`config.mk`:
```
export PLATFORM = sky130hd
export DESIGN_NAME = gpio_event_logger
export DESIGN_NICKNAME = d
export VERILOG_FILES = /design/src/rtl/gpio_event_logger.sv
export SDC_FILE = /design/constraint.sdc
export NUM_CORES = 1
export LEC_CHECK = 0
export ABC_AREA = 1
export CELL_PAD_IN_SITES_DETAIL_PLACEMENT = 1
export CELL_PAD_IN_SITES_GLOBAL_PLACEMENT = 1
export CORE_AREA = 10 10 109 111
export DETAILED_ROUTE_END_ITERATION = 8
export DIE_AREA = 0 0 119 121
export PLACE_DENSITY = 0.84
export SLEW_MARGIN = 20
export SYNTH_ARGS = -nofsm -noshare
export SYNTH_HDL_FRONTEND = slang
export SYNTH_SLANG_ARGS = --single-unit
export TNS_END_PERCENT = 5
```
`constraint.sdc`:
```
create_clock -name i_Clk -period 2.45 [get_ports i_Clk]
set_clock_uncertainty 0.05 [all_clocks]
set_input_delay 0.49 -clock i_Clk [delete_from_list [all_inputs] [get_ports i_Clk]]
set_output_delay 0.49 -clock i_Clk [all_outputs]
set_load 0.02 [all_outputs]
```
`src/rtl/gpio_event_logger.sv`:
```
// gpio_event_logger
//   Watches a WIDTH-bit GPIO bus and records every change as a {timestamp, value}
//   word in a DEPTH-entry first-word-fall-through FIFO. The consumer drains
//   entries through a valid/ready handshake.
//
//   Build option: define GPIO_LOGGER_TIMESTAMP_EN to build the free-running
//   timestamp counter and store it with each entry. Without it there is no
//   counter, each entry holds only the GPIO value, and the timestamp field of
//   o_Data reads 0.
//
// Ports
//   i_Clk             rising-edge clock
//   i_Reset           synchronous active-high reset; discards stored entries
//   i_Enable          1 = log changes, 0 = follow the bus without logging
//   i_Gpio            monitored bus, already synchronous to i_Clk
//   o_Valid           FIFO head is valid
//   i_Ready           consumer takes the head when o_Valid && i_Ready
//   o_Data            head entry {timestamp, gpio value}
//   o_Count           number of stored entries, 0..DEPTH
//   o_Overflow        sticky flag: a change was dropped because the FIFO was full
//   i_Clear_Overflow  clears o_Overflow (a drop on the same edge wins)
module gpio_event_logger #(
  parameter int WIDTH    = 4,
  parameter int DEPTH    = 16,
  parameter int TS_WIDTH = 16
) (
  input  logic                        i_Clk,
  input  logic                        i_Reset,
  input  logic                        i_Enable,
  input  logic [WIDTH-1:0]            i_Gpio,
  output logic                        o_Valid,
  input  logic                        i_Ready,
  output logic [TS_WIDTH+WIDTH-1:0]   o_Data,
  output logic [$clog2(DEPTH):0]      o_Count,
  output logic                        o_Overflow,
  input  logic                        i_Clear_Overflow
);

  localparam int AW = $clog2(DEPTH);
  localparam int CW = AW + 1;
`ifdef GPIO_LOGGER_TIMESTAMP_EN
  localparam int EW = TS_WIDTH + WIDTH;
`else
  localparam int EW = WIDTH;
`endif

  logic [WIDTH-1:0] r_Prev;
  logic             r_Armed;
  logic [AW-1:0]    r_Wr;
  logic [AW-1:0]    r_Rd;
  logic [CW-1:0]    r_Count;
  logic [EW-1:0]    r_Data;
  logic             r_Overflow;
  logic [EW-1:0]    r_Mem [DEPTH];

  logic [EW-1:0]    w_Entry;
  logic [AW-1:0]    w_RdNext;
  logic             w_Full;
  logic             w_Push;
  logic             w_Pop;
  logic             w_Write;
  logic             w_Drop;

`ifdef GPIO_LOGGER_TIMESTAMP_EN
  logic [TS_WIDTH-1:0] r_Ts;

  // Free-running timestamp; the value captured with an event is the count
  // held before the edge that detects the change.
  always_ff @(posedge i_Clk) begin
    if (i_Reset) r_Ts <= '0;
    else         r_Ts <= r_Ts + 1'b1;
  end

  assign w_Entry = {r_Ts, i_Gpio};
  assign o_Data  = r_Data;
`else
  assign w_Entry = i_Gpio;
  assign o_Data  = {{TS_WIDTH{1'b0}}, r_Data};
`endif

  // A push while full only lands if the head leaves on the same edge, which
  // frees exactly the slot the write pointer is sitting on.
  assign w_Full   = (r_Count == CW'(DEPTH));
  assign w_Push   = r_Armed && i_Enable && (i_Gpio != r_Prev);
  assign w_Pop    = o_Valid && i_Ready;
  assign w_Write  = w_Push && (!w_Full || w_Pop);
  assign w_Drop   = w_Push && w_Full && !w_Pop;
  assign w_RdNext = r_Rd + 1'b1;

  assign o_Valid    = (r_Count != '0);
  assign o_Count    = r_Count;
  assign o_Overflow = r_Overflow;

  // Storage array carries no reset; clearing the pointers is what empties it.
  always_ff @(posedge i_Clk) begin
    if (w_Write) r_Mem[r_Wr] <= w_Entry;
  end

  // Control path. r_Data is a registered copy of the head so a fresh entry
  // written into an empty FIFO (or into a FIFO whose last entry is leaving)
  // appears on o_Data right after the detecting edge. r_Prev follows the bus
  // on every armed edge, even while disabled, so re-enabling never fires a
  // stale event.
  always_ff @(posedge i_Clk) begin
    if (i_Reset) begin
      r_Prev     <= '0;
      r_Armed    <= 1'b0;
      r_Wr       <= '0;
      r_Rd       <= '0;
      r_Count    <= '0;
      r_Data     <= '0;
      r_Overflow <= 1'b0;
    end else begin
      r_Prev  <= i_Gpio;
      r_Armed <= 1'b1;

      if (w_Write) r_Wr <= r_Wr + 1'b1;
      if (w_Pop)   r_Rd <= w_RdNext;

      case ({w_Write, w_Pop})
        2'b10:   r_Count <= r_Count + 1'b1;
        2'b01:   r_Count <= r_Count - 1'b1;
        default: r_Count <= r_Count;
      endcase

      if (w_Pop) begin
        if (r_Count > CW'(1)) r_Data <= r_Mem[w_RdNext];
        else if (w_Write)     r_Data <= w_Entry;
      end else if (!o_Valid && w_Write) begin
        r_Data <= w_Entry;
      end

      if (w_Drop)                r_Overflow <= 1'b1;
      else if (i_Clear_Overflow) r_Overflow <= 1'b0;
    end
  end

endmodule

```
# ---- Word level (Yosys, flattened, before mapping)
# Memories as Yosys holds them, arrays and structs flattened.
# Index checks and enable logic that the tools add are counted.
dict set report word_totals {
  ff_bits 23
  ramBits 64
  output_inout_bits 27
  word_cells 44
  n_memories 1
}
dict set report op_classes {
  add_sub_neg 4
  magnitude_cmp 1
  n_eq_ne 5
  muxes 10
  reduce_logical 16
}
# memory words width rd rd_clocked_by_memory_dff write_ports line
set mem_list {}
lappend mem_list {r_Mem 16 4 1 0 1 54} ;# logic [EW-1:0] r_Mem [DEPTH];
# cell n
set op_table {}
lappend op_table {{two-way mux 4 bit} 4}
lappend op_table {{case mux 5 bit (2 select lines)} 1}
lappend op_table {{adder 4 x 1 -> 4 bit (second input constant)} 2}
lappend op_table {{logical AND 1 bit} 7}
lappend op_table {{nonzero test 2 bit} 3}
lappend op_table {{adder 5 x 1 -> 5 bit (second input constant)} 1}
lappend op_table {{equality test 5 bit (second input constant)} 1}
lappend op_table {{> comparator 5 x 1 -> 1 bit (second input constant)} 1}
lappend op_table {{two-way mux 1 bit} 5}
lappend op_table {{nonzero test 5 bit} 1}
lappend op_table {{subtractor 5 x 1 -> 5 bit (second input constant)} 1}
lappend op_table {{!= test 4 bit} 1}
lappend op_table {{zero test 1 bit} 3}
lappend op_table {{!= test 3 x 1 -> 1 bit (second input constant)} 1}
lappend op_table {{equality test 2 x 1 -> 1 bit (second input constant)} 1}
lappend op_table {{equality test 2 bit (second input constant)} 1}
lappend op_table {{AND reduction 2 bit} 1}
lappend op_table {{logical OR 1 bit} 1}

# ---- Longest topological paths before layout
# Gate-level depths: netlist of the first run.
dict set report logic_depth {
  depth_word 7
  mapped_depth 11
  mapped_depth_nobuf 11
}

# ---- Worst setup path after synthesis of the first run
# Ideal clock, no wire load.
dict set report synth_timing {
  path_type {register -> register}
  from {register r_Count[0] (netlist: o_Count[0])}
  to {memory r_Mem[11][0] (netlist name) (enable)}
  setup_ps 329
  t_arrival_ps 1600
  setup_slack_ps 470
  stages_incl_launch_ff 8
  n_path_buf 0
  synth_period_minus_slack_ps 1980
  cell_sequence {dfxtp_1 -> inv_1 -> ha_1 -> nand4_1 -> inv_2 -> nor2_4 -> nand2_1 -> nor2_1}
}
dict set report synth_via {
  elab_chain_cells 6
  word_cells_on_any_way 8
  cone_classes {1 x eq/ne; 2 x mux; 5 x reduce/logical}
}
# element line
set synth_rtl {}
lappend synth_rtl {{start, declared} 51} ;# logic [CW-1:0] r_Count;
lappend synth_rtl {{start signal, assigned} 121} ;# 2'b10: r_Count <= r_Count + 1'b1;
lappend synth_rtl {{start signal, assigned} 122} ;# 2'b01: r_Count <= r_Count - 1'b1;
lappend synth_rtl {{start signal, assigned} 123} ;# default: r_Count <= r_Count;
lappend synth_rtl {{equality test 5 bit / nonzero test 5 bit (equally long branches)} {83, 90}}
lappend synth_rtl {{zero test 1 bit / logical AND 1 bit (equally long branches)} {86, 85}}
lappend synth_rtl {{logical OR 1 bit *} 86} ;# assign w_Write = w_Push && (!w_Full || w_Pop);
lappend synth_rtl {{logical AND 1 bit *} 86}
lappend synth_rtl {{two-way mux 1 bit *} 96} ;# if (w_Write) r_Mem[r_Wr] <= w_Entry;
lappend synth_rtl {{two-way mux 1 bit (not written as such) *} 96}
lappend synth_rtl {{end, declared} 54}
# Every way passes the cells marked *; elsewhere a longest branch is shown, timed or not.

# ---- Final worst setup path of the first run
dict set report layout_timing {
  from {register r_Rd[0]}
  to {register r_Data[1]}
}
dict set report layout_via {
  elab_chain_cells 4
}
# element line
set layout_rtl {}
lappend layout_rtl {{start, declared} 50} ;# logic [AW-1:0] r_Rd;
lappend layout_rtl {{start signal, assigned} 118} ;# if (w_Pop) r_Rd <= w_RdNext;
lappend layout_rtl {{adder 4 x 1 -> 4 bit} 88} ;# assign w_RdNext = r_Rd + 1'b1;
lappend layout_rtl {{memory (16 x 4 bit)} -}
lappend layout_rtl {{two-way mux 4 bit} 127} ;# if (r_Count > CW'(1)) r_Data <= r_Mem[w_RdNext];
lappend layout_rtl {{two-way mux 4 bit} 126} ;# if (w_Pop) begin
lappend layout_rtl {{end signal, assigned} 127}
lappend layout_rtl {{end signal, assigned} 128} ;# else if (w_Write) r_Data <= w_Entry;
lappend layout_rtl {{end signal, assigned} 130} ;# r_Data <= w_Entry;
lappend layout_rtl {{end, declared} 52} ;# logic [EW-1:0] r_Data;
# Every way passes these cells.
# A chain may end at the register's enable or synchronous reset.

==> results, run 1 <==
- The run finished with clean final reports.
- STA classifies the critical path endpoint as a flop.
- The total routing resource utilization after global routing is 16.3%.
- In this run the tightest slew margin relative to its limit is 50.7%.
- The number of instances in the synthesized netlist is 465.
- The number of cells in the design after placement is 624.
- The area fraction in compound gates after synthesis is 3.10%.
- The number of global-route vias before repair is 3523.
- From synthesis to final layout, the design area changed by 15.0%.
- In this run the horizontal extent of the chip is 119 um.
- Hold is met by 0.427 ns.
- The count of nets after finishing is 520.
- Adding up every negative setup slack in the final design gives 0 ns.
- Dividing the detail-routed wire length by the instance count gives 17.9 um.
- The area share of fa/ha/maj cells after synthesis is 2.68%.
- Summed over its instances, the top area cell type makes up 45.8% of the synthesized netlist area.
- The maximum operating frequency is 0.447 GHz.
- In this run, synthesis produced a sequential element count of 87.
- The total power per unit cell area is 1050 nW/um^2.
- In this run the deepest clock path goes through 2 buffers.
- The final estimated routing congestion in global placement is 0.807.
- The mean instance size in the synthesized netlist is 9.02 um^2.
- Buffers inserted during clock tree synthesis total 9.
- The final standard cell area without fillers is 4820 um^2.
- Setup repair after global routing left no endpoint under its margin.
- Setup violations remaining at the end of the flow were counted as 0.
- The post-layout instance count excluding filler cells is 640.
- The effective utilization at floorplan is 43.5%.
- The first routing iteration left 185 violations.
- The die is 121 um tall.
- Entering global routing, the biggest net connects 35 pins.
- The library cell used most frequently in the layout, excluding fill and tap cells, is sky130_fd_sc_hd__nand2_1.
- For the worst-skew pair, the clock arrives at the later sink with an insertion delay of 0.38 ns.
- The number of vias per cell is 5.00.
- Buffers placed on the I/O ports in this run total 19.
- The cell that appears most often on the critical path is sky130_fd_sc_hd__nand3_1.
- The largest single stage delay on the critical path is 0.61 ns.
- The count of nets left with antenna violations once routing finished came out at 0.
- Once detailed placement completed, the half-perimeter wirelength came to 7.86 mm.
- The first global-routing pass estimated 18.5 mm of wire.
- Detailed routing inserted a total of 3198 vias.
- The clock-pin slew on the worst setup and hold paths is 0.10 ns.
- For this design the top-level I/O count stands at 36.
- The fraction of final layout cells with drive strength greater than 1 is 10.5%.
- For the pin with the worst max-slew slack, the measured transition is 0.737 ns.
- The area of the placeable core is 9640 um^2.
- The tree built by TritonCTS fans out to 87 sinks.
- The slowest stage of the critical path is the sky130_fd_sc_hd__xor2_1 cell.
- The final routed DRC violation total is 0.
- Measured against the total synthesized area, the mux share comes to 0%.
- The total iterations of the first detailed-routing run is 4.
- By area the synthesized netlist is led by sky130_fd_sc_hd__edfxtp_1 46%, sky130_fd_sc_hd__nand2_1 12%, sky130_fd_sc_hd__dfxtp_1 11%.
- In this run the number of H-tree levels came out at 3.
- The largest fanout on the critical path is 12.
- The post-synthesis share of cell area spent on and, or, nand and nor gates is 25.4%.
- The leakage power is 2.04 nW.
- The clock tree root buffer cell is sky130_fd_sc_hd__clkbuf_8.
- The worst setup path is launched from a flop.
- The post-synthesis cell area is 4190 um^2.
- The cell area after placement is 4570 um^2.
- Across the whole layout, storage elements account for 2380 um^2.
- By area, the combinational part of the netlist is dominated by simple AND/OR/NAND/NOR gates.
- The number of unique standard cell types used by synthesis is 27.
- The number of placement rows is 36.
- The worst hold-check path type is flop to flop.
- The max-cap violation count is 0.
- The number of pins exceeding their max-slew limit in the final report is 0.
- The overall overflow remaining after global route is 0.
- The endpoint required time on the critical path is 2.67 ns.
- The initial antenna violation count is 0.
- The share of the yosys chip area belonging to registers is 56.8%.
- Counting I/O delays and the setup requirement, the final critical path takes 2.24 ns.
- Of the available clock period, the critical path in the final layout requires 91.3%.
- In the layout the commonest cells are 130 x sky130_fd_sc_hd__nand2_1, 64 x sky130_fd_sc_hd__edfxtp_1, 59 x sky130_fd_sc_hd__nand3_1, 52 x sky130_fd_sc_hd__inv_1, 43 x sky130_fd_sc_hd__nor2_1.
- Summing the areas of all xor and xnor instances in the mapped netlist gives 2.09% of the synthesized area.
- TritonCTS built the clock tree.
- The total area of multi-input combinational cells is 1450 um^2.
- The synthesis warning total is 0.
- Traced cell by cell, the critical path runs through ha_1 > xor2_1 > nand3_1 > nand3_1 > nand3_1 > nand2_1 > a21oi_1.
- The count of final hold-check violations is 0.
- The floorplan step defined a die boundary enclosing 14400 um^2.
- The wire length after detailed routing is 11.4 mm.
- IR analysis of the VDD net gives a maximum drop of 0.000456 V.
- The number of hold buffers added after CTS is 0.
- Data on the critical path arrives at its endpoint at 2.45 ns.
- The repair_antennas step left the layout with diodes totalling 0.
- The synthesized design spends more area on one cell type than any other, namely sky130_fd_sc_hd__edfxtp_1.
- The count of fill cells added during filler insertion is 1151.
- The number of buffers and inverters on the critical path is 0.
- The critical path is of the flop to flop type.
- The cell family contributing the most delay on the critical path is XOR/XNOR gates.
state kept, by name, summed over array words and instances (netlist names):
name / cells
o_Count: 5
r_Rd: 4
r_Data: 4
o_Overflow: 1
r_Wr: 4
r_Armed: 1
r_Prev: 4
r_Mem: 64
cell type report:
type                    instances  area share, %
repair buffers                 40           7.19
flip-flops and latches         87           49.4
clock buffers                   9           2.57
clock inverters                 7           2.62
multi-input cells             305           30.1
well taps                     133           3.45
inverters                      59           4.64
stage by stage:
step                utilization (%)  total power [mW]  worst slack [ns]
floorplan                         -              3.20             0.470
global route                   50.0              5.33            0.0697
detailed placement             47.5              3.77           -0.0730
finish                         50.0              5.05             0.214
global placement               47.5              3.68           -0.0125
CTS                            50.0              5.06             0.222
cell families after synthesis:
| group | after synthesis |
|---|---|
| fa+ha+maj | 9 |
| xor+xnor | 10 |
| buf+inv | 88 |
| flops | 87 |
| other cells | 1 |
| compound gates | 26 |
| simple gates | 244 |
final timing paths:
| check | start | to | slack (ns) | cells past startpoint |
|---|---|---|---|---|
| setup / recovery | r_Rd[0] | r_Data[1] | 0.21 | 7 |
| setup reg to reg | r_Rd[0] | r_Data[1] | 0.21 | 7 |
| hold reg to reg | r_Data[3] | r_Data[3] | 0.43 | 2 |
| hold / removal | r_Data[3] | r_Data[3] | 0.43 | 2 |
worst reg2reg max path, delay by kind of cell (launching register included):
| family | cells | cell delay [ns] |
|---|---|---|
| XOR/XNOR | 1 | 0.61 |
| flip-flops | 1 | 0.60 |
| AND/OR/NAND/NOR | 4 | 0.51 |
| adder cells (fa/ha/maj) | 1 | 0.29 |
| AO/OA/AOI/OAI | 1 | 0.06 |
where the power goes:
group	internal (mW)	total [mW]	switching [mW]
clock	0.691	1.26	0.568
combinational	0.672	2.01	1.34
sequential	1.67	1.78	0.106
synth_stat cells, drive strengths merged:
library cell / n
o21ai: 10
nand4: 2
xor2: 7
a21oi: 16
clkbuf: 5
buf: 24
edfxtp: 64
nand3: 60
xnor2: 3
dfxtp: 23
inv: 58
nor2: 45
ha: 9
conb: 1
clkinv: 1
nand2: 136
nand3b: 1
metal layers:
metal | global-route usage (%) | up-vias | wire [um]
met2 | 28.8 | 69 | 5900
li1 | - | 1535 | -
met3 | 3.35 | 21 | 462
met5 | 0 | - | 0
met4 | 7.56 | 0 | 286
met1 | 18.6 | 1573 | 4790
timing repair:
item | 4_1_cts | 5_1_grt
resized for setup | 1 | 0
hold endpoints to repair | 0 | 0
buffers inserted | 0 | 0
endpoints found under the setup margin | 1 | 0
No activity file was read; power rests on OpenSTA's default activity.
==> inputs of run 2 (changes only) <==
--- a/config.mk
+++ b/config.mk
@@ -6,6 +6,7 @@
 export NUM_CORES = 1
 export LEC_CHECK = 0
 export ABC_AREA = 1
+export CAP_MARGIN = 20
 export CELL_PAD_IN_SITES_DETAIL_PLACEMENT = 1
 export CELL_PAD_IN_SITES_GLOBAL_PLACEMENT = 1
 export CORE_AREA = 10 10 109 111
==> results of run 2 <==
The final DEF is identical to that of run 1; final timing and power are the same.
==> inputs of run 3 (changes only) <==
--- a/config.mk
+++ b/config.mk
@@ -17,4 +17,4 @@
 export SYNTH_ARGS = -nofsm -noshare
 export SYNTH_HDL_FRONTEND = slang
 export SYNTH_SLANG_ARGS = --single-unit
-export TNS_END_PERCENT = 5
+export TNS_END_PERCENT = 50
==> results of run 3 <==
The final DEF is identical to that of run 1; final timing and power are the same.
